`src/rtl/late_wb_pkg.sv`:
```
// late_wb_pkg: source indices and request type shared by the late writeback arbiter.
package late_wb_pkg;
  localparam int NSRC = 3;
  localparam int SRC_DIV = 0;
  localparam int SRC_DCACHE = 1;
  localparam int SRC_CSR = 2;
  localparam int DEF_RD_W = 5;
  localparam int DEF_DATA_W = 32;
  typedef struct packed {
    logic [DEF_RD_W-1:0] rd;
    logic [DEF_DATA_W-1:0] data;
  } wb_req_t;
endpackage

```
`src/rtl/late_wb_arbiter_rr.sv`:
```
// rr_arbiter: round-robin pick among requests, searching upward from i_ptr.
module rr_arbiter #(
  parameter int N = 3,
  parameter int PW = (N > 1) ? $clog2(N) : 1
) (
  input  logic [N-1:0]  i_req,
  input  logic [PW-1:0] i_ptr,
  input  logic          i_en,
  output logic [N-1:0]  o_gnt,
  output logic [PW-1:0] o_idx
);
  int c;
  // Scan from farthest to nearest so the first requester after i_ptr overwrites last.
  always_comb begin
    o_gnt = '0;
    o_idx = '0;
    c = 0;
    for (int k = N - 1; k >= 0; k--) begin
      c = (int'(i_ptr) + k) % N;
      if (i_en && i_req[c]) begin
        o_gnt = '0;
        o_gnt[c] = 1'b1;
        o_idx = PW'(c);
      end
    end
  end
endmodule

```
`src/rtl/late_wb_arbiter.sv`:
```
// late_wb_arbiter: per-source holding slots drained round-robin onto one registered RF write port.
module late_wb_arbiter import late_wb_pkg::*; #(
  parameter int NSRC = late_wb_pkg::NSRC,
  parameter int DATA_W = 32,
  parameter int RD_W = 5
) (
  input  logic                   clk,
  input  logic                   reset,
  input  logic                   flush,
  input  logic [NSRC-1:0]        src_valid,
  output logic [NSRC-1:0]        src_ready,
  input  logic [NSRC*RD_W-1:0]   src_rd,
  input  logic [NSRC*DATA_W-1:0] src_data,
  output logic                   wb_we,
  output logic [RD_W-1:0]        wb_rd,
  output logic [DATA_W-1:0]      wb_data,
  output logic [31:0]            pend_mask,
  output logic                   busy
);
  localparam int PW = (NSRC > 1) ? $clog2(NSRC) : 1;
  logic [NSRC-1:0]   r_full;
  logic [RD_W-1:0]   r_rd [NSRC];
  logic [DATA_W-1:0] r_data [NSRC];
  logic [PW-1:0]     r_ptr;
  logic [NSRC-1:0]   w_gnt;
  logic [NSRC-1:0]   w_hs;
  logic [PW-1:0]     w_win;
  logic              w_any;

  rr_arbiter #(.N(NSRC), .PW(PW)) u_rr (
    .i_req(r_full),
    .i_ptr(r_ptr),
    .i_en(~flush),
    .o_gnt(w_gnt),
    .o_idx(w_win)
  );

  assign w_any = |w_gnt;
  assign src_ready = {NSRC{~reset & ~flush}} & (~r_full | w_gnt);
  assign w_hs = src_valid & src_ready;
  assign busy = (|r_full) | wb_we;

  always_comb begin
    pend_mask = '0;
    for (int i = 0; i < NSRC; i++)
      if (r_full[i]) pend_mask[r_rd[i]] = 1'b1;
  end

  // A capture on a slot being granted this cycle wins over the clear; rd==0 results are dropped.
  always_ff @(posedge clk) begin
    for (int i = 0; i < NSRC; i++) begin
      if (reset || flush) r_full[i] <= 1'b0;
      else if (w_hs[i] && src_rd[i*RD_W +: RD_W] != '0) begin
        r_full[i] <= 1'b1;
        r_rd[i] <= src_rd[i*RD_W +: RD_W];
        r_data[i] <= src_data[i*DATA_W +: DATA_W];
      end else if (w_gnt[i]) r_full[i] <= 1'b0;
    end
  end

  always_ff @(posedge clk) begin
    if (reset) begin
      r_ptr <= '0;
      wb_we <= 1'b0;
      wb_rd <= '0;
      wb_data <= '0;
    end else begin
      wb_we <= w_any;
      wb_rd <= w_any ? r_rd[w_win] : '0;
      if (w_any) begin
        wb_data <= r_data[w_win];
        r_ptr <= (w_win == PW'(NSRC - 1)) ? '0 : w_win + 1'b1;
      end
    end
  end
endmodule

```
`config.mk`:
```
export PLATFORM = sky130hd
export DESIGN_NAME = late_wb_arbiter
export DESIGN_NICKNAME = d
export VERILOG_FILES = /design/src/rtl/late_wb_pkg.sv /design/src/rtl/late_wb_arbiter_rr.sv /design/src/rtl/late_wb_arbiter.sv
export SDC_FILE = /design/constraint.sdc
export NUM_CORES = 1
export LEC_CHECK = 0
export CAP_MARGIN = 20
export CORE_UTILIZATION = 43
export CTS_CLUSTER_DIAMETER = 100
export DETAILED_ROUTE_END_ITERATION = 8
export GPL_TIMING_DRIVEN = 0
export HOLD_SLACK_MARGIN = 0.08
export PLACE_DENSITY = 0.75
export SLEW_MARGIN = 20
export SYNTH_ARGS = -nofsm -noshare
export SYNTH_HDL_FRONTEND = slang
export SYNTH_SLANG_ARGS = --single-unit
```
`constraint.sdc`:
```
create_clock -name clk -period 5.8 [get_ports clk]
set_input_delay 1.74 -clock clk [delete_from_list [all_inputs] [get_ports clk]]
set_output_delay 1.74 -clock clk [all_outputs]
set_load 0.05 [all_outputs]
```
# Word-level counts from Yosys, hierarchy flattened
# Memories as Yosys holds them, arrays and structs flattened. A register that Yosys moved wholly into a read port is not among the register bits.
# Index checks and enable logic that the tools add are counted.
# op_classes
order_cmp	12
bitwise_logic	11
n_addsub	3
eq_ne	1
shifts	0
reduce_logical	22
n_div	3
mul	0
n_mux	46
# op_table
op	count
32-bit by 1-bit >= comparator with 1-bit output, second input constant	3
32-bit by 4-bit less-than comparator with 1-bit output, second input constant	3
32-bit two-way mux	3
32-bit by 3-bit remainder unit with 32-bit output, second input constant	2
32-bit OR	2
3-bit by 3-bit remainder unit with 32-bit output, second input constant	1
1-bit two-way mux	27
5-bit by 6-bit less-than comparator with 1-bit output, second input constant	3
1-bit demux with 5-bit select	3
5-bit by 1-bit >= comparator with 1-bit output, second input constant	3
5-bit nonzero test	3
1-bit logical AND	12
3-bit two-way mux	3
2-bit two-way mux	4
3-bit AND	2
1-bit binary-select mux with 2-bit select	3
1-bit demux with 2-bit select	3
2-bit nonzero test	3
3-bit OR reduction	2
2-bit by 1-bit adder with 3-bit output, second input constant	1
2-bit by 2-bit adder with 3-bit output, second input constant	1
1-bit NOT	3
3-bit NOT	1
3-bit OR	1
other kinds (6)	6
# word_totals
wordCells	105
memories	2
reg_bits	6
romBits	0
latchBits	0
ram_bits	111
# mem_list
memory	depth	width	read_ports	rd_clocked_by_memory_dff	wr	line_no	rtl
r_data	3	32	1	1	3	late_wb_arbiter.sv:23	logic [DATA_W-1:0] r_data [NSRC];
r_rd	3	5	4	1	3	late_wb_arbiter.sv:22	logic [RD_W-1:0] r_rd [NSRC];

# Longest topological paths before layout
# logic_depth
ltp_word	16
ltp_mapped	11
depth_no_buf	8

# By module
# From an unflattened synthesis, not the netlist that was laid out.
# hier_totals
cells_unflattened	529
area_unflattened_um2	6571.3
# by_module_without_submodules
module	n_inst	cells_each	area_each_um2	seq_area_each_um2
late_wb_arbiter	1	492	6303.5	4194.0
rr_arbiter	1	37	267.8	0.0

# Worst setup path after synthesis
# Ideal clock, no wire load.
# synth_timing
kind	in2reg
startpoint	in flush
endpoint	mem r_data[2][0], enable pin
cell_stages	6
setup_time_ns	0.488
arrival_ns	5.600
path_slack_ns	-0.287
required_ns	5.312
path_cell_list	buf_2 > and4bb_1 > a21oi_1 > o211a_1 > or2_2 > a211oi_1
# synth_rtl
element	line_no	rtl
from (decl)	late_wb_arbiter.sv:9	input logic flush,
to (decl)	late_wb_arbiter.sv:23	

# Worst setup path after layout
# layout_timing
startpoint	in flush
endpoint	out src_ready[1]
# layout_via
elab_chain_len	7
elab_cells_between_ends	10
classes_between	mux (3); bitwise (4); reduce/logical (3)
# layout_lines
element	line_no	rtl
1-bit NOT *	late_wb_arbiter.sv:33, late_wb_arbiter.sv:39	
1-bit logical AND	late_wb_arbiter_rr.sv:20	if (i_en && i_req[c]) begin
3-bit two-way mux (3 in series)	late_wb_arbiter_rr.sv:20	
3-bit OR	late_wb_arbiter.sv:39	assign src_ready = {NSRC{~reset & ~flush}} & (~r_full | w_gnt);
3-bit AND *	late_wb_arbiter.sv:39	
to (decl)	late_wb_arbiter.sv:11	output logic [NSRC-1:0] src_ready,
# Every way passes the cells marked *; elsewhere a longest branch is shown, timed or not.

==> impl_metrics.toml <==
[sta]
setup_slack_ns = 0.178
worstMarginPinSlew_ns = 1.12
fin_crit_ns = 5.62
period_share_pct = 96.9
finClkSkew_ns = 0.00623
relSlewSlack_pct = 25.0
slew_violations = 0
rsz0062_at_grt = "false"
finalHoldViolCount = 0
clock.fmax_ghz = 0.178
setup_viol = 0

[clock_network]
clock_sinks = 154
cts_buffers = 17
path_clk_slew_ns = 0.06
cts_buffer_depth = 2
clk_latency_ns = 0.41
cts_tree = "built"
htree_levels = 4
cts_root_buf = "clkbuf_16"
post-cts-setup-buffers = 0

[yosys]
synthesis.nets = 697
synth_area_mm2 = 0.00666
synth-edff-count = 111
ys_ff_latch = 154
syn_avg_cell_area_um2 = 11.6
seq_area_frac_synth_pct = 63.0
synthDistinctLibCells = 50
synthArstFlopShare_pct = 0
yosys_warnings = 0
synth_ff_type = "edfxtp_1"
netlist_instances = 576

[finish]
register_area_mm2 = 0.00419
diodes = 0
area_growth_pct = 42.9
nFillCells = 1154
design_area_mm2 = 0.00952
finalNetCount = 912
mostFrequentLayoutCells = "clkdlybuf4s50_1, nand2_1, edfxtp_1"
final_common_cell = "clkdlybuf4s50_1"
multi_input_area_mm2 = 0.00227
drive_gt1_share_pct = 9.33

[detailed_routing]
vias = 5645
first_pass_iters = 6
drcViolationCount = 0
antenna_left = 0
via_per_inst = 5.69
first_iter_violations = 461
routed_wl_mm = 19.4
avgRoutedWirePerCell_um = 19.5

[die]
ios = 191
core-area_mm2 = 0.0151
dieWidth_um = 126
die_area_mm2 = 0.0160
die_h_um = 126
rows = 45
start_util_pct = 44.0

[place]
dp_hpwl_mm = 14.1
gp_congestion = 0.871
place_ws_ns = -0.0425
port_buffers = 188
placed_area_mm2 = 0.00892

[critical_path]
endpoint_kind = "output pin"
critical_path_class = "in2out"
crit_fanout = 10
arrival_ns = 3.88
start_kind = "input pin"
critPathRequiredTime_ns = 4.06

[pwr]
p_seq_share_pct = 39.8
p_per_area_mw_per_mm2 = 356
peakVddDrop_mv = 0.269
finalPower_mw = 3.39
p_sw_mw = 1.08
power.share.combinational_pct = 27.9
p_leak_nw = 3.52
clkPwrFrac_pct = 32.3
internal_power_mw = 2.30
swShare_pct = 32.0

[global_routing]
antenna_found_initial = 0
grt_max_degree = 17
grt_pass1_wl_mm = 30.6
grt-ovfl-total = 0
grt_pass1_vias = 5838
grtUsageTotal_pct = 24.9

[min_path]
hp-class = "reg2reg"

[job]
drv_cap = 0

[outcome]
status = "finished clean"
==> sequential cells by signal (all words and copies together), names as in the netlist <==
name     count
r_ptr        2
wb_rd        5
wb_data     32
r_rd        15
r_full       3
wb_we        1
r_data      96
==> through the flow <==
stage	hold WS, ns	cells	utilization, %	TNS (ns)
after floorplan	0.478	576	-	0
after global placement	0.494	952	58.1	-8.80
after detailed placement	0.511	960	58.9	-0.0425
after CTS	0.519	992	62.8	0
after global routing	0.551	992	62.8	0
final	0.516	992	62.8	0
==> routing by layer <==
| metal | vias to the layer above | track usage, % | routed length (um) |
|---|---|---|---|
| met4 | 0 | 8.86 | 391 |
| met1 | 2685 | 30.4 | 7900 |
| met3 | 38 | 5.90 | 1380 |
| met2 | 286 | 43.0 | 9730 |
| met5 | - | 0 | 0 |
| li1 | 2636 | - | - |
==> final timing paths <==
kind,from,end,slack [ns],cells past startpoint
setup / recovery,flush,src_ready[1],0.18,10
hold / removal,r_ptr[0],r_ptr[0],0.52,2
setup reg to reg,r_ptr[0],r_data[1][10],2.23,12
hold reg to reg,r_ptr[0],r_ptr[0],0.52,2
==> cells in the mapped netlist, types with 6 or more instances <==
library cell  instances  share of area (%)
a211oi_1             10                1.1
a21oi_1              11               0.83
a22oi_1              67                7.6
a31oi_1              32                3.0
and3_1                6               0.56
and3b_1               7               0.92
buf_2                23                1.7
clkbuf_1             18                1.0
dfxtp_1              43                 13
edfxtp_1            111                 50
inv_1                 8               0.45
nand2_1             111                6.3
nor2_1               20                1.1
nor3_1                7               0.53
nor3b_1              12                1.4
o31ai_1              32                3.6
==> final cells by class <==
cell class	count	area share (%)
flip-flops and latches	154	44.1
multi-input cells	367	23.8
repair buffers	196	20.9
clock buffers	20	4.59
well taps	188	2.47
plain buffers	47	2.27
clock inverters	12	1.56
inverters	8	0.316
==> cells by family after synthesis <==
group / Yosys count / synth area share [%]
AO/OA/AOI/OAI: 176 / 19.0
adder cells (fa/ha/maj): 4 / 0.751
buffers and inverters: 55 / 3.70
flip-flops: 154 / 63.0
multiplexers: 3 / 0.488
AND/OR/NAND/NOR: 184 / 13.1
==> power by group through the flow <==
stage / Sequential, mW / Clock [mW] / Combinational, mW
2_1_floorplan: 1.60 / 0 / 0.339
3_3_place_gp: 1.37 / 0 / 0.914
3_5_place_dp: 1.37 / 0 / 0.936
4_1_cts: 1.35 / 1.10 / 0.940
5_1_grt: 1.36 / 1.15 / 1.00
6_report: 1.35 / 1.09 / 0.945
==> critical path, stage by stage <==
cell and delay, ns:
buf_2 0.17, and4bb_2 0.26, a21oi_2 0.15, nor2_1 0.08
a221o_1 0.26, buf_2 0.18, buf_2 0.21, nor2_1 0.25
nor2_1 0.11, dlygate4sd2_1 0.46
==> repair_timing <==
action	4_1_cts	5_1_grt
endpoints found under the setup margin	1	1
hold buffers	0	0
gates resized for setup	1	1
endpoints found under the hold margin	0	0
Note: power is estimated with default switching activity, not from simulation.
